File: src/rtl/bitbakery_serial_frame_tx.sv
// UART-style frame transmitter: a sync header byte then NBYTES payload bytes.
// Bit period, parity, stop bits and the inter-frame gap are set by parameters.
module bitbakery_serial_frame_tx #(
  parameter int unsigned CLK_DIV   = 434,
  parameter int unsigned NBYTES    = 67,
  parameter int unsigned PARITY    = 1,
  parameter int unsigned STOP_BITS = 1,
  parameter logic [7:0]  HEADER    = 8'hA5,
  parameter int unsigned GAP_BITS  = 0
) (
  input  logic                clock,
  input  logic                reset,
  input  logic [8*NBYTES-1:0] payload,
  input  logic                start,
  input  logic                continuous,
  output logic                busy,
  output logic                frame_done,
  output logic                saida_serial
);

  localparam int unsigned TW     = $clog2(CLK_DIV);
  localparam int unsigned BIW    = $clog2(NBYTES + 1);
  localparam int unsigned BC_MAX = (GAP_BITS > 8) ? GAP_BITS : 8;
  localparam int unsigned BCW    = $clog2(BC_MAX);

  typedef enum logic [2:0] {
    S_IDLE, S_START, S_DATA, S_PAR, S_STOP, S_GAP
  } state_e;

  state_e              state_q, state_d;
  logic [TW-1:0]       timer_q, timer_d;
  logic [BCW-1:0]      bit_cnt_q, bit_cnt_d;
  logic [BIW-1:0]      byte_idx_q, byte_idx_d;
  logic [8*NBYTES-1:0] shadow_q, shadow_d;
  logic                busy_q, busy_d;
  logic                frame_done_q, frame_done_d;
  logic                saida_serial_q, saida_serial_d;

  logic                bit_end;
  logic                gap_end;
  logic [7:0]          cur_byte;

  // Next-state: bit timer, bit/byte counters and payload shadow
  always_comb begin
    state_d    = state_q;
    timer_d    = timer_q;
    bit_cnt_d  = bit_cnt_q;
    byte_idx_d = byte_idx_q;
    shadow_d   = shadow_q;
    gap_end    = 1'b0;
    bit_end    = (timer_q == TW'(CLK_DIV - 1));

    if (state_q != S_IDLE) begin
      timer_d = bit_end ? '0 : timer_q + TW'(1);
    end

    case (state_q)
      S_IDLE: ;
      S_START: begin
        if (bit_end) begin
          state_d   = S_DATA;
          bit_cnt_d = '0;
        end
      end
      S_DATA: begin
        if (bit_end) begin
          if (bit_cnt_q == BCW'(7)) begin
            bit_cnt_d = '0;
            state_d   = (PARITY != 0) ? S_PAR : S_STOP;
          end else begin
            bit_cnt_d = bit_cnt_q + BCW'(1);
          end
        end
      end
      S_PAR: begin
        if (bit_end) begin
          state_d   = S_STOP;
          bit_cnt_d = '0;
        end
      end
      S_STOP: begin
        if (bit_end) begin
          if (bit_cnt_q == BCW'(STOP_BITS - 1)) begin
            bit_cnt_d = '0;
            if (byte_idx_q == BIW'(NBYTES)) begin
              if (GAP_BITS == 0) gap_end = 1'b1;
              else               state_d = S_GAP;
            end else begin
              byte_idx_d = byte_idx_q + BIW'(1);
              // header slot does not consume shadow; payload slots shift it down
              if (byte_idx_q != '0) shadow_d = shadow_q >> 8;
              state_d = S_START;
            end
          end else begin
            bit_cnt_d = bit_cnt_q + BCW'(1);
          end
        end
      end
      S_GAP: begin
        if (bit_end) begin
          if (bit_cnt_q == BCW'(GAP_BITS - 1)) gap_end = 1'b1;
          else                                 bit_cnt_d = bit_cnt_q + BCW'(1);
        end
      end
      default: state_d = S_IDLE;
    endcase

    if (gap_end) state_d = S_IDLE;

    if ((state_q == S_IDLE && (start || continuous)) || (gap_end && continuous)) begin
      state_d    = S_START;
      timer_d    = '0;
      bit_cnt_d  = '0;
      byte_idx_d = '0;
      shadow_d   = payload;
    end
  end

  // Outputs are derived from next-state values so they register in step with the state
  always_comb begin
    cur_byte       = (byte_idx_d == '0) ? HEADER : shadow_d[7:0];
    busy_d         = (state_d != S_IDLE);
    frame_done_d   = (state_d == S_STOP) && (timer_d == TW'(CLK_DIV - 1)) &&
                     (bit_cnt_d == BCW'(STOP_BITS - 1)) && (byte_idx_d == BIW'(NBYTES));
    saida_serial_d = 1'b1;
    case (state_d)
      S_START: saida_serial_d = 1'b0;
      S_DATA:  saida_serial_d = cur_byte[bit_cnt_d[2:0]];
      S_PAR:   saida_serial_d = (^cur_byte) ^ (PARITY == 2);
      default: saida_serial_d = 1'b1;
    endcase
  end

  always_ff @(posedge clock) begin
    if (reset) begin
      state_q        <= S_IDLE;
      timer_q        <= '0;
      bit_cnt_q      <= '0;
      byte_idx_q     <= '0;
      shadow_q       <= '0;
      busy_q         <= 1'b0;
      frame_done_q   <= 1'b0;
      saida_serial_q <= 1'b1;
    end else begin
      state_q        <= state_d;
      timer_q        <= timer_d;
      bit_cnt_q      <= bit_cnt_d;
      byte_idx_q     <= byte_idx_d;
      shadow_q       <= shadow_d;
      busy_q         <= busy_d;
      frame_done_q   <= frame_done_d;
      saida_serial_q <= saida_serial_d;
    end
  end

  assign busy         = busy_q;
  assign frame_done   = frame_done_q;
  assign saida_serial = saida_serial_q;

endmodule

File: config.mk
export PLATFORM = sky130hd
export DESIGN_NAME = bitbakery_serial_frame_tx
export DESIGN_NICKNAME = d
export VERILOG_FILES = /design/src/rtl/bitbakery_serial_frame_tx.sv
export SDC_FILE = /design/constraint.sdc
export NUM_CORES = 1
export LEC_CHECK = 0
export ABC_AREA = 0
export BUFFER_PORTS_ARGS = -buffer_cell sky130_fd_sc_hd__buf_2
export CAP_MARGIN = 20
export CORE_UTILIZATION = 45
export CTS_BUF_LIST = sky130_fd_sc_hd__clkbuf_8
export DETAILED_ROUTE_END_ITERATION = 12
export GPL_ROUTABILITY_DRIVEN = 0
export PLACE_DENSITY = 0.67
export SLEW_MARGIN = 10
export SYNTH_ARGS = -nofsm -noshare
export SYNTH_HDL_FRONTEND = slang
export SYNTH_SLANG_ARGS = --single-unit
File: constraint.sdc
create_clock -name clock -period 2.8 [get_ports clock]
set_input_delay 0.56 -clock clock [delete_from_list [all_inputs] [get_ports clock]]
set_output_delay 0.56 -clock clock [all_outputs]
set_load 0.02 [all_outputs]
==> results.json <==
{
  "cts_root_buf": "clkbuf_8",
  "slowest_stage": "a2111oi_2",
  "seq_area_um2": 11200,
  "ant_nets": 0,
  "worst-setup-path-type": "flip-flop to flip-flop",
  "async_reset_ff_share_pct": 0,
  "seq_area_frac_synth_pct": 45.6,
  "drv_slew": 0,
  "htree_levels": 3,
  "cp_slowest_stage_delay_ns": 0.37,
  "setup_ws_ns": 0.142,
  "p_int_mw": 13.7,
  "pre_cts_ws_ns": 0.0832,
  "crit_chain": "inv_1, ha_1, and4b_1, nand4_4, buf_4, o21ai_0, nand4_1, nor2_4, o31ai_2, a2111oi_2, o311ai_1",
  "max_slew_margin_pct": 48.4,
  "cp.required_ns": 3.36,
  "post-dp-hpwl_mm": 52.6,
  "drt_first_pass_iters": 6,
  "grt_use_total_pct": 26.7,
  "p_switching_mw": 5.29,
  "top_usage_layer": "met2",
  "initialDrtViolationCount": 1787,
  "vias": 24400,
  "synth_area_leaders": "dfxtp_1 46%, a311oi_1 18%, nand2_1 16%",
  "netSwitchingFraction_pct": 27.9,
  "wl_mm": 77.2,
  "multi_input_area_um2": 12100,
  "die_area_um2": 55700,
  "max_freq_ghz": 0.376,
  "synth_fp_nets": 3758,
  "r2r_cells": 11,
  "hp-class": "input port to flip-flop",
  "ioPinCount": 543,
  "dp.cells": 4243,
  "crit_arrival_ns": 3.21,
  "instances_no_fill": 4430,
  "hold_violations": 0,
  "cts_inserted_buffers": 93,
  "clock_path_buffers": 3,
  "use_met2_pct": 41.4,
  "nFillCells": 5208,
  "finalClockSkew_ns": 0.0338,
  "synth_warnings": 0,
  "viasPerCell": 5.51,
  "maxCapViolCount": 0,
  "drc": 0,
  "initial_utilization_pct": 45.7,
  "drive_above_1_share_pct": 21.4,
  "r2r_slack_ns": 0.14,
  "min_from": "payload[534]",
  "worstHoldPathCells": 3,
  "pwr_density_cell_nw_per_um2": 628,
  "synth.most_common_cell": "nand2_1",
  "clk_latency_ns": 0.70,
  "area_growth_syn_to_layout_pct": 22.8,
  "yosys.area.top_type": "dfxtp_1",
  "clkPwrFrac_pct": 37.2,
  "syn_area_per_cell_um2": 7.68,
  "core_um2": 53900,
  "grt_max_degree": 162,
  "r2r_end": "saida_serial$_SDFF_PP1_",
  "rsz0062_at_grt": "true",
  "cts_tree": "built",
  "synthFlopType": "dfxtp_1",
  "chipHeight_um": 236,
  "synth_top_area_share_pct": 45.6,
  "hold_buffers": 0,
  "grt_pass1_wl_mm": 120,
  "end_kind": "flip-flop",
  "synth_cells": 3209,
  "power_leakage_nw": 11.9,
  "cts.clk_slew.worst_paths_ns": 0.07,
  "yosysUniqueCellTypes": 63,
  "path_max_fanout": 7,
  "r2r-start": "timer_q[1]$_SDFF_PP0_",
  "worstHoldEndpoint": "shadow_q[534]$_SDFFE_PP0P_",
  "gr-usage-met3_pct": 6.39,
  "synthTopCellsByCount": "1063 x nand2_1, 561 x dfxtp_1, 558 x nor2_1",
  "synth_edf_count": 0,
  "setup_violations": 0,
  "power_frac_comb_pct": 13.9,
  "wl_per_cell_um": 17.4,
  "start_kind": "flip-flop",
  "ir_worst_vdd_mv": 0.341,
  "dieWidth_um": 236,
  "period_needed_ns": 2.66,
  "use_met1_pct": 35.3,
  "rows": 85,
  "grt_pass1_vias": 22700,
  "cts_sinks": 561,
  "timing.final.crit_share_pct": 94.9,
  "worst_slew_pin_slew_ns": 0.774,
  "nets": 4194,
  "antenna_found_initial": 33,
  "overflow": 0,
  "io_buffers": 542,
  "power.share.sequential_pct": 49.0,
  "status": "finished clean",
  "syn_area_um2": 24600,
  "ys_seq_elements": 561
}
## through the flow
stage	instance area [um2]	TNS, ns	power, mW	hold slack (ns)	utilization [%]
6_report	30300	0	19.0	0.104	56.1
5_1_grt	30300	-0.0867	19.9	0.0853	56.1
4_1_cts	30100	0	19.1	0.0590	55.8
3_5_place_dp	28300	0	12.0	0.459	52.4
3_3_place_gp	28300	0	12.0	0.457	52.4
2_1_floorplan	24600	0	11.0	0.444	-
## area by class of cell
type / count / area share (%)
multi-input cells: 2329 / 40.1
repair buffers: 644 / 13.5
clock inverters: 46 / 0.699
flip-flops and latches: 561 / 37.1
well taps: 696 / 2.88
clock buffers: 116 / 5.28
diodes: 22 / 0.182
inverters: 16 / 0.198
## placed cells by master, fill, tap and decap left out, drive strengths merged, types with 5 or more instances in the layout
cell / synthesis / final
nand3: 17 / 17
nor3: 9 / 9
a211oi: 10 / 10
nand4: 6 / 6
xor2: 5 / 5
clkbuf: 208 / 117
nor2: 560 / 560
a21oi: 16 / 16
mux2i: 11 / 11
clkinv: 0 / 7
nand2b: 6 / 6
clkinvlp: 0 / 6
a311oi: 519 / 519
diode: 0 / 22
xnor2: 20 / 20
buf: 95 / 643
dfxtp: 561 / 561
inv: 16 / 49
o21ai: 18 / 18
ha: 9 / 9
nand2: 1063 / 1063
## critical path, delay by kind of cell, from the launching register on
kind	cells	cell delay [ns]
flip-flops	1	0.34
AND/OR/NAND/NOR	4	0.98
AO/OA/AOI/OAI	4	0.79
buffers and inverters	2	0.27
adder cells (fa/ha/maj)	1	0.16
## worst max path at each step
| stage | start | endpoint |
|---|---|---|
| after floorplan | timer_q[0]$_SDFF_PP0_ | saida_serial$_SDFF_PP1_ |
| after global placement | bit_cnt_q[0]$_SDFF_PP0_ | saida_serial$_SDFF_PP1_ |
| after detailed placement | bit_cnt_q[0]$_SDFF_PP0_ | saida_serial$_SDFF_PP1_ |
| after CTS | bit_cnt_q[0]$_SDFF_PP0_ | saida_serial$_SDFF_PP1_ |
| after global routing | timer_q[1]$_SDFF_PP0_ | saida_serial$_SDFF_PP1_ |
| final | timer_q[1]$_SDFF_PP0_ | saida_serial$_SDFF_PP1_ |
## power by group through the flow
stage | clock, mW | sequential [mW] | combinational, mW
6_report | 7.06 | 9.30 | 2.63
5_1_grt | 7.58 | 9.39 | 2.94
4_1_cts | 7.19 | 9.29 | 2.60
3_5_place_dp | 0 | 9.44 | 2.58
3_3_place_gp | 0 | 9.45 | 2.55
2_1_floorplan | 0 | 9.30 | 1.70
## cell families after synthesis
family | after synthesis | synth area share, %
compound gates | 592 | 20.5
xor+xnor | 25 | 0.889
fa+ha+maj | 9 | 0.457
buf+inv | 319 | 5.36
flops | 561 | 45.6
mux | 12 | 0.493
simple gates | 1691 | 26.7
## sequential cells by signal, summed over array words and instances, names as in the netlist
name and flops:
bit_cnt_q 3, saida_serial 1, byte_idx_q 7, timer_q 9
shadow_q 536, state_q 3, frame_done 1, busy 1
## routing by layer
layer	wire, um	vias up
met4	2650	22
met1	34100	11400
li1	-	12100
met5	137	-
met3	5170	174
met2	35200	760
## what timing repair did
item,4_1_cts,5_1_grt
setup endpoints to repair,0,40
gates resized for setup,0,17
buffers inserted,0,2
(Power assumes the default switching activity.)
